File: src/rtl/pwm_multi_ctrl_if.sv
// Processor-side register bus and PWM pin bundle for pwm_multi_ctrl.
interface pwm_multi_ctrl_if #(
  parameter int unsigned CH = 4,
  parameter int unsigned W  = 28
);
  logic [W-1:0]    period_in;
  logic [CH*W-1:0] duty_in;
  logic            load;
  logic            enable;
  logic            stop;
  logic            clear;
  logic [CH-1:0]   pwm_out;
  logic            period_start;
  logic            pending;
  logic [1:0]      state;

  modport master (
    output period_in, duty_in, load, enable, stop, clear,
    input  pwm_out, period_start, pending, state
  );

  modport slave (
    input  period_in, duty_in, load, enable, stop, clear,
    output pwm_out, period_start, pending, state
  );
endinterface

File: src/rtl/pwm_multi_ctrl.sv
// Multi-channel PWM generator: shared period counter, per-channel duty compare,
// double-buffered period/duty applied at period boundaries, latching stop.
module pwm_multi_ctrl #(
  parameter int unsigned CH = 4,
  parameter int unsigned W  = 28
) (
  input  logic            clk,
  input  logic            reset_n,
  pwm_multi_ctrl_if.slave bus
);

  typedef enum logic [1:0] {
    IDLE  = 2'b00,
    RUN   = 2'b01,
    FAULT = 2'b10
  } state_e;

  state_e                 state_q, state_d;
  logic [W-1:0]           counter_q, counter_d;
  logic [W-1:0]           period_act_q, period_act_d;
  logic [W-1:0]           period_sh_q, period_sh_d;
  logic [CH-1:0][W-1:0]   duty_act_q, duty_act_d;
  logic [CH-1:0][W-1:0]   duty_sh_q, duty_sh_d;
  logic [CH-1:0][W-1:0]   duty_in_w;
  logic                   pending_q, pending_d;
  logic [CH-1:0]          pwm_q, pwm_d;
  logic                   period_start_q, period_start_d;
  logic                   run_now;
  logic                   wrap;

  assign duty_in_w = bus.duty_in;

  always_comb begin : fsm_next
    state_d = state_q;
    if (bus.stop) begin
      state_d = FAULT;
    end else begin
      case (state_q)
        IDLE:    if (bus.enable) state_d = RUN;
        RUN:     if (!bus.enable) state_d = IDLE;
        FAULT:   if (bus.clear) state_d = IDLE;
        default: state_d = IDLE;
      endcase
    end
  end

  // Outputs and counting are gated by staying in RUN across the edge, so stop
  // and enable-low blank the pins on the very next edge.
  always_comb begin : datapath
    run_now        = (state_q == RUN) && (state_d == RUN);
    wrap           = (counter_q >= period_act_q);
    counter_d      = '0;
    period_act_d   = period_act_q;
    duty_act_d     = duty_act_q;
    period_sh_d    = period_sh_q;
    duty_sh_d      = duty_sh_q;
    pending_d      = pending_q;

    if (bus.load) begin
      period_sh_d = bus.period_in;
      duty_sh_d   = duty_in_w;
    end

    // Transfer reads the post-load shadow, so a load on the wrap cycle goes
    // straight to the active set without ever raising pending.
    if (!run_now || wrap) begin
      period_act_d = period_sh_d;
      duty_act_d   = duty_sh_d;
      pending_d    = 1'b0;
    end else begin
      counter_d = counter_q + W'(1);
      if (bus.load) pending_d = 1'b1;
    end

    period_start_d = run_now && (counter_q == '0);
    pwm_d          = '0;
    for (int unsigned i = 0; i < CH; i++) begin
      pwm_d[i] = run_now && (counter_q < duty_act_q[i]);
    end
  end

  always_ff @(posedge clk or negedge reset_n) begin
    if (!reset_n) begin
      state_q        <= IDLE;
      counter_q      <= '0;
      period_act_q   <= '0;
      period_sh_q    <= '0;
      duty_act_q     <= '0;
      duty_sh_q      <= '0;
      pending_q      <= 1'b0;
      pwm_q          <= '0;
      period_start_q <= 1'b0;
    end else begin
      state_q        <= state_d;
      counter_q      <= counter_d;
      period_act_q   <= period_act_d;
      period_sh_q    <= period_sh_d;
      duty_act_q     <= duty_act_d;
      duty_sh_q      <= duty_sh_d;
      pending_q      <= pending_d;
      pwm_q          <= pwm_d;
      period_start_q <= period_start_d;
    end
  end

  assign bus.pwm_out      = pwm_q;
  assign bus.period_start = period_start_q;
  assign bus.pending      = pending_q;
  assign bus.state        = state_q;

endmodule

File: src/flat_wrapper.sv
// flat-port wrapper written by rule: the top's interface ports become plain ports
module pwm_multi_ctrl_flat 
#(
  parameter int unsigned CH = 4,
  parameter int unsigned W  = 28
)
  (clk, reset_n, bus_period_in, bus_duty_in, bus_load, bus_enable, bus_stop, bus_clear, bus_pwm_out, bus_period_start, bus_pending, bus_state);
  pwm_multi_ctrl_if #(.CH(CH), .W(W)) bus_i ();
  input  logic clk;
  input  logic reset_n;
  input wire logic [$bits(bus_i.period_in)-1:0] bus_period_in;
  input wire logic [$bits(bus_i.duty_in)-1:0] bus_duty_in;
  input wire logic [$bits(bus_i.load)-1:0] bus_load;
  input wire logic [$bits(bus_i.enable)-1:0] bus_enable;
  input wire logic [$bits(bus_i.stop)-1:0] bus_stop;
  input wire logic [$bits(bus_i.clear)-1:0] bus_clear;
  output wire logic [$bits(bus_i.pwm_out)-1:0] bus_pwm_out;
  output wire logic [$bits(bus_i.period_start)-1:0] bus_period_start;
  output wire logic [$bits(bus_i.pending)-1:0] bus_pending;
  output wire logic [$bits(bus_i.state)-1:0] bus_state;
  assign bus_i.period_in = bus_period_in;
  assign bus_i.duty_in = bus_duty_in;
  assign bus_i.load = bus_load;
  assign bus_i.enable = bus_enable;
  assign bus_i.stop = bus_stop;
  assign bus_i.clear = bus_clear;
  assign bus_pwm_out = bus_i.pwm_out;
  assign bus_period_start = bus_i.period_start;
  assign bus_pending = bus_i.pending;
  assign bus_state = bus_i.state;
  pwm_multi_ctrl #(.CH(CH), .W(W)) u_core (.clk(clk), .reset_n(reset_n), .bus(bus_i));
endmodule
File: config.mk
export PLATFORM = sky130hd
export DESIGN_NAME = pwm_multi_ctrl_flat
export DESIGN_NICKNAME = d
export VERILOG_FILES = /design/src/rtl/pwm_multi_ctrl_if.sv /design/src/rtl/pwm_multi_ctrl.sv /design/src/flat_wrapper.sv
export SDC_FILE = /design/constraint.sdc
export NUM_CORES = 1
export LEC_CHECK = 0
export CAP_MARGIN = 20
export CORE_ASPECT_RATIO = 1.4
export CORE_MARGIN = 3
export CORE_UTILIZATION = 35
export CTS_CLUSTER_SIZE = 20
export DETAILED_ROUTE_END_ITERATION = 12
export DONT_BUFFER_PORTS = 1
export HOLD_SLACK_MARGIN = 0.02
export SLEW_MARGIN = 20
export SYNTH_ARGS = -nofsm -noshare
export SYNTH_HDL_FRONTEND = slang
export SYNTH_SLANG_ARGS = --single-unit
File: constraint.sdc
create_clock -name clk -period 2.6 [get_ports clk]
set_clock_uncertainty 0.15 [all_clocks]
set_input_delay 0.52 -clock clk [delete_from_list [all_inputs] [get_ports clk]]
set_output_delay 0.52 -clock clk [all_outputs]
set_load 0.05 [all_outputs]
# Yosys cells after proc, flatten, opt, wreduce, memory -nomap -nowiden
# Cells that the tools add are included.
# totals
wordCells	45
regBits	316
out_inout_bits	8
in_bits	146
# classes
mux	10
n_eq_ne	3
magnitude_cmp	5
n_reduce_logical	11
addsub	1
# ops
cell	n
< comparator 28 bit	4
two-way mux 112 bit	1
two-way mux 28 bit	2
adder 28 x 1 -> 28 bit (second input constant)	1
>= comparator 28 bit	1
logical NOT 28 bit	1
two-way mux 2 bit	4
logical AND 1 bit	6
case mux 2 bit (3 select lines)	1
equality test 2 x 1 -> 1 bit (second input constant)	2
equality test 2 bit (second input constant)	1
logical NOT 2 bit	1
two-way mux 1 bit	2
nonzero test 2 bit	1
logical NOT 1 bit	1
logical OR 1 bit	1

# Depth between registers and ports, before layout
# logic_depth
word_depth	8
mapped_depth	10
ltp_nobuf	8

# Least setup slack after synthesis
# Ideal clock, no wire load.
# synth_path
path_type	register -> register
from	register u_core.counter_q[2]
to	register u_core.duty_act_q[100] (netlist name)
n_path_buf	2
path_slack_ns	-0.259
setup_ns	0.128
required_time_ns	2.322
path_stages_with_launch	10
synth_period_minus_slack_ns	2.859
t_arrival_ns	2.581
cell_sequence	dfrtp_1 ha_1 a211o_1 a31oi_1 o21ai_1 a221o_1 a211oi_2 buf_4 buf_4 mux2_1
# synth_via
elab_chain_len	2
# synth_rtl
element	line_no	rtl
start, declared	pwm_multi_ctrl.sv:19	logic [W-1:0] counter_q, counter_d;
start signal, assigned	pwm_multi_ctrl.sv:95	counter_q <= counter_d;
>= comparator 28 bit	pwm_multi_ctrl.sv:51	wrap = (counter_q >= period_act_q);
logical OR 1 bit	pwm_multi_ctrl.sv:66	if (!run_now || wrap) begin
end signal, assigned	pwm_multi_ctrl.sv:98	duty_act_q <= duty_act_d;
end, declared	pwm_multi_ctrl.sv:22	logic [CH-1:0][W-1:0] duty_act_q, duty_act_d;
# No other way between the ends.
# A chain may end at the register's enable or synchronous reset.

# Final worst setup path
# layout_path
from	register u_core.period_act_q[2]
to	register u_core.duty_act_q[0] (netlist name)
# layout_via
elab_chain_len	2
# layout_rtl
element	line_no	rtl
start, declared	pwm_multi_ctrl.sv:20	logic [W-1:0] period_act_q, period_act_d;
start signal, assigned	pwm_multi_ctrl.sv:96	period_act_q <= period_act_d;
>= comparator 28 bit	pwm_multi_ctrl.sv:51	
logical OR 1 bit	pwm_multi_ctrl.sv:66	
# No other way between the ends.

==> summary.log <==
[status] outcome complete, but fails checks
[status] violations in the final reports negative hold slack, negative setup slack
[sta] setup TNS -36.18 ns
[layout] proportion of layout cells with a drive suffix above 1 27.47%
[clock_network] CTS tree built
[yosys] nets in the synthesized netlist 1492
[routing] Routed wire per std cell 19.51 um
[yosys] main area contributors after synthesis dfrtp_1 (51%), mux2_2 (14%), ha_1 (11%)
[global_routing] number of global-route vias before repair 10860
[clock_network] total number of clock tree sinks 316
[routing] vias after detailed routing 10000
[routing] vias per cell 4.909
[setup_path] CP max FO 17
[setup_path] slowest cell on the critical path dfrtp_1
[sta] period utilisation layout 110.7%
[job] number of maximum-capacitance constraint violations 0
[yosys] Post-Syn Area per Cell 12.74 um^2
[clock_network] maximum buffer depth of the clock tree 3
[yosys] largest area contributor in the synthesized netlist dfrtp_1
[clock_network] Clk pin slew, worst setup/hold paths 0.06 ns
[global_routing] largest net degree at the start of global routing 317
[setup_path] instance count on the critical path 11
[setup_path] startpoint of the worst setup timing path u_core.period_act_q[2]
[place] Post-DP HPWL 25730 um
[sta] Setup-failing EPs final 165
[setup_path] category of the worst setup path capture point flip-flop
[layout] Area Growth Syn to Fin 30.41%
[floorplanning] Vert. Die Dim 254.2 um
[sta] hold violation total from the final report 316
[place] I/O Buffers 0
[yosys] area share of the leading cell type in the synthesized netlist 51.37%
[routing] number of search-and-repair iterations in the first detailed-routing pass 4
[floorplanning] number of rows in the core area 90
[setup_path] number of buffer and inverter stages on the critical path 4
[setup_path] end point of the critical path u_core.duty_act_q[0]
[routing] post-detailed-routing wire length 39740 um
[sta] worst rel slew slack 60.07%
[global_routing] total routing usage reported by global routing 16.82%
[yosys] Syn. warnings 0
[sta] Max Freq 0.3474 GHz
[floorplanning] # IOs 154
[setup_path] setup slack, reg-to-reg -0.28 ns
[layout] final core occ 46.43%
[floorplanning] die outline area 46570 um^2
[global_routing] number of antenna violations at the first check in global routing 0
[floorplanning] core area 43240 um^2
[setup_path] list of cells traversed by the critical path inv_2, ha_4, a211o_1, a31oi_1, o21ai_1, a221o_1, a211oi_4, buf_12, buf_12, buf_12, mux2_2
[setup_path] Reg2Reg Depth 11
[global_routing] global-route wire length before repair 60990 um
[global_routing] global route overflow 0
[yosys] number of instances in the synthesized netlist 1208
[setup_path] Critical Path Most Common Cell buf_12
[sta] number of max-slew violations in the final report 0
[sta] Min Clock Period, post-route 2.878 ns
[place] final weighted congestion of routability-driven global placement 0.8017
[yosys] number of different library cells in the post-synthesis netlist 49
[place] Post-Place Cell Area 16430 um^2
[setup_path] delay of the slowest cell on the worst path 0.39 ns
[setup_path] Req. time, crit path 2.89 ns
[yosys] number of enable flip-flop cells after synthesis 0
[routing] final antenna-violating net count 0
[setup_path] Worst Setup Start Kind flip-flop
[yosys] flop and latch count out of synthesis 316
[floorplanning] floorplan die width 183.3 um
[yosys] most frequent cell after synthesis dfrtp_1
[setup_path] Crit Reg-Reg Endpoint u_core.duty_act_q[0]
[layout] Post-layout nets 1750
[layout] post-route non-filler standard cell count 2037
[pwr] cell leakage power 9.868 nW
[pwr] VDD IR-drop max 0.3354 mV
[clock_network] H-tree levels 1
[sta] setup repair after global routing missed its margin yes
[yosys] ys flop type dfrtp_1
[place] Post-Place Cells 1774
[floorplanning] starting utilization of the core area 35.60%
[sta] Final Hold Slack -0.4856 ns
[clock_network] CTS root buf clkbuf_16
[setup_path] R2R Path Start u_core.period_act_q[2]
[layout] Inserted Diodes 0
[yosys] post-synthesis instance area 15390 um^2
[setup_path] critical path's top delay family compound AO/OA/AOI/OAI gates
[pwr] Power per Cell Area 550.0 nW/um^2
[clock_network] Num CTS Buffers 29
[layout] final design instance area without fill 20080 um^2
[yosys] portion of the post-synthesis area used by sequential elements 51.37%
[routing] number of DRC markers in iteration 0 399
[layout] Filler Cell Count 3918
[min_path] type of the most critical hold path primary input to asynchronous set/reset pin
[clock_network] later-pin clock latency in the skew report 0.56 ns
[setup_path] type of the worst setup path flip-flop to flip-flop
[yosys] fraction of registers with async set or reset after synthesis 100.0%
[sta] slew of the pin with the lowest slew margin 0.5990 ns
[routing] DRC 0
[setup_path] Critical Path AT 3.17 ns
[sta] least setup slack across all paths after layout -0.2781 ns
[yosys] top cell types by occurrence after synthesis dfrtp_1 (316), mux2_2 (190), inv_1 (140)
==> how the worst min path moves through the flow <==
stage,from,to,depth (start not counted)
global placement,reset_n,u_core.duty_sh_q[33],0
finish,reset_n,u_core.duty_sh_q[33],0
floorplan,reset_n,u_core.bus.pending,0
global route,reset_n,u_core.duty_sh_q[35],0
detailed placement,reset_n,u_core.duty_sh_q[33],0
CTS,reset_n,u_core.duty_sh_q[21],0
==> placed cells by master (no fill, tap or decap), types with 7 or more instances in the layout <==
| cell | instances |
|---|---|
| nor2_1 | 25 |
| mux2_2 | 156 |
| nor4_1 | 7 |
| xnor2_1 | 17 |
| dfrtp_1 | 312 |
| dlygate4sd3_1 | 193 |
| mux2_4 | 97 |
| inv_1 | 137 |
| buf_4 | 45 |
| clkbuf_16 | 32 |
| a21o_1 | 50 |
| and2_4 | 21 |
| xor2_1 | 8 |
| mux2_1 | 27 |
| nand4_1 | 24 |
| nand3_1 | 19 |
| buf_12 | 10 |
| ha_1 | 134 |
| a21oi_1 | 33 |
| o21ai_0 | 10 |
| nand2_1 | 14 |
==> layout make-up <==
cell class                      instances  area (um^2)  area share (%)
Clock buffer                           40        817.0           4.070
Clock inverter                         10        91.34          0.4549
Inverter                              140        525.5           2.617
Multi-Input combinational cell        717         7282           36.27
Sequential cell                       316         7913           39.41
Tap cell                              552        690.7           3.440
Timing Repair Buffer                  262         2758           13.74
==> power by group <==
part	switching, mW	total (mW)	internal, mW
clock network	1.86	4.15	2.29
registers	0.186	5.55	5.36
logic	0.501	1.35	0.846
total	2.54	11.0	8.50
==> registers in the layout, indices dropped and copies added, names as in the netlist, 2 cells and up <==
signal               cells
u_core.duty_act_q      112
u_core.period_sh_q      28
u_core.period_act_q     28
u_core.bus.pwm_out       4
u_core.counter_q        28
u_core.bus.state         2
u_core.duty_sh_q       112
==> stage by stage <==
step / setup WS (ns) / power [mW]
3_5_place_dp: -0.3672 / 6.538
6_report: -0.2781 / 11.04
2_1_floorplan: -0.1873 / 6.305
3_3_place_gp: -0.3181 / 6.482
5_1_grt: -0.3771 / 11.54
4_1_cts: -0.2805 / 11.13
==> repair_timing <==
| item | CTS | global route |
|---|---|---|
| gates resized for setup | 80 | 69 |
| gates cloned | 4 | 3 |
| setup endpoints to repair | 164 | 170 |
| hold buffers | 192 | 1 |
| setup buffers | 9 | 5 |
| endpoints found under the hold margin | 458 | 317 |
| pin swaps | 7 | 0 |
==> layer usage <==
metal	part of all wire (%)	up-vias	track usage, %
li1	-	4733	-
met1	41	4984	20.49
met2	50	208	29.85
met3	4.0	75	2.525
met4	4.4	0	6.882
met5	0	-	0
==> kinds of logic (layout without fill, tap and decap cells) <==
kind of cell    after synthesis  in the layout  synth area share, %
compound gates              126            126                5.633
xor+xnor                     25             25                1.422
fa+ha+maj                   138            138                11.22
buf+inv                     175            452                4.559
flops                       316            316                51.37
mux                         280            280                20.48
simple gates                148            148                5.323
No activity file was read; power rests on OpenSTA's default activity.
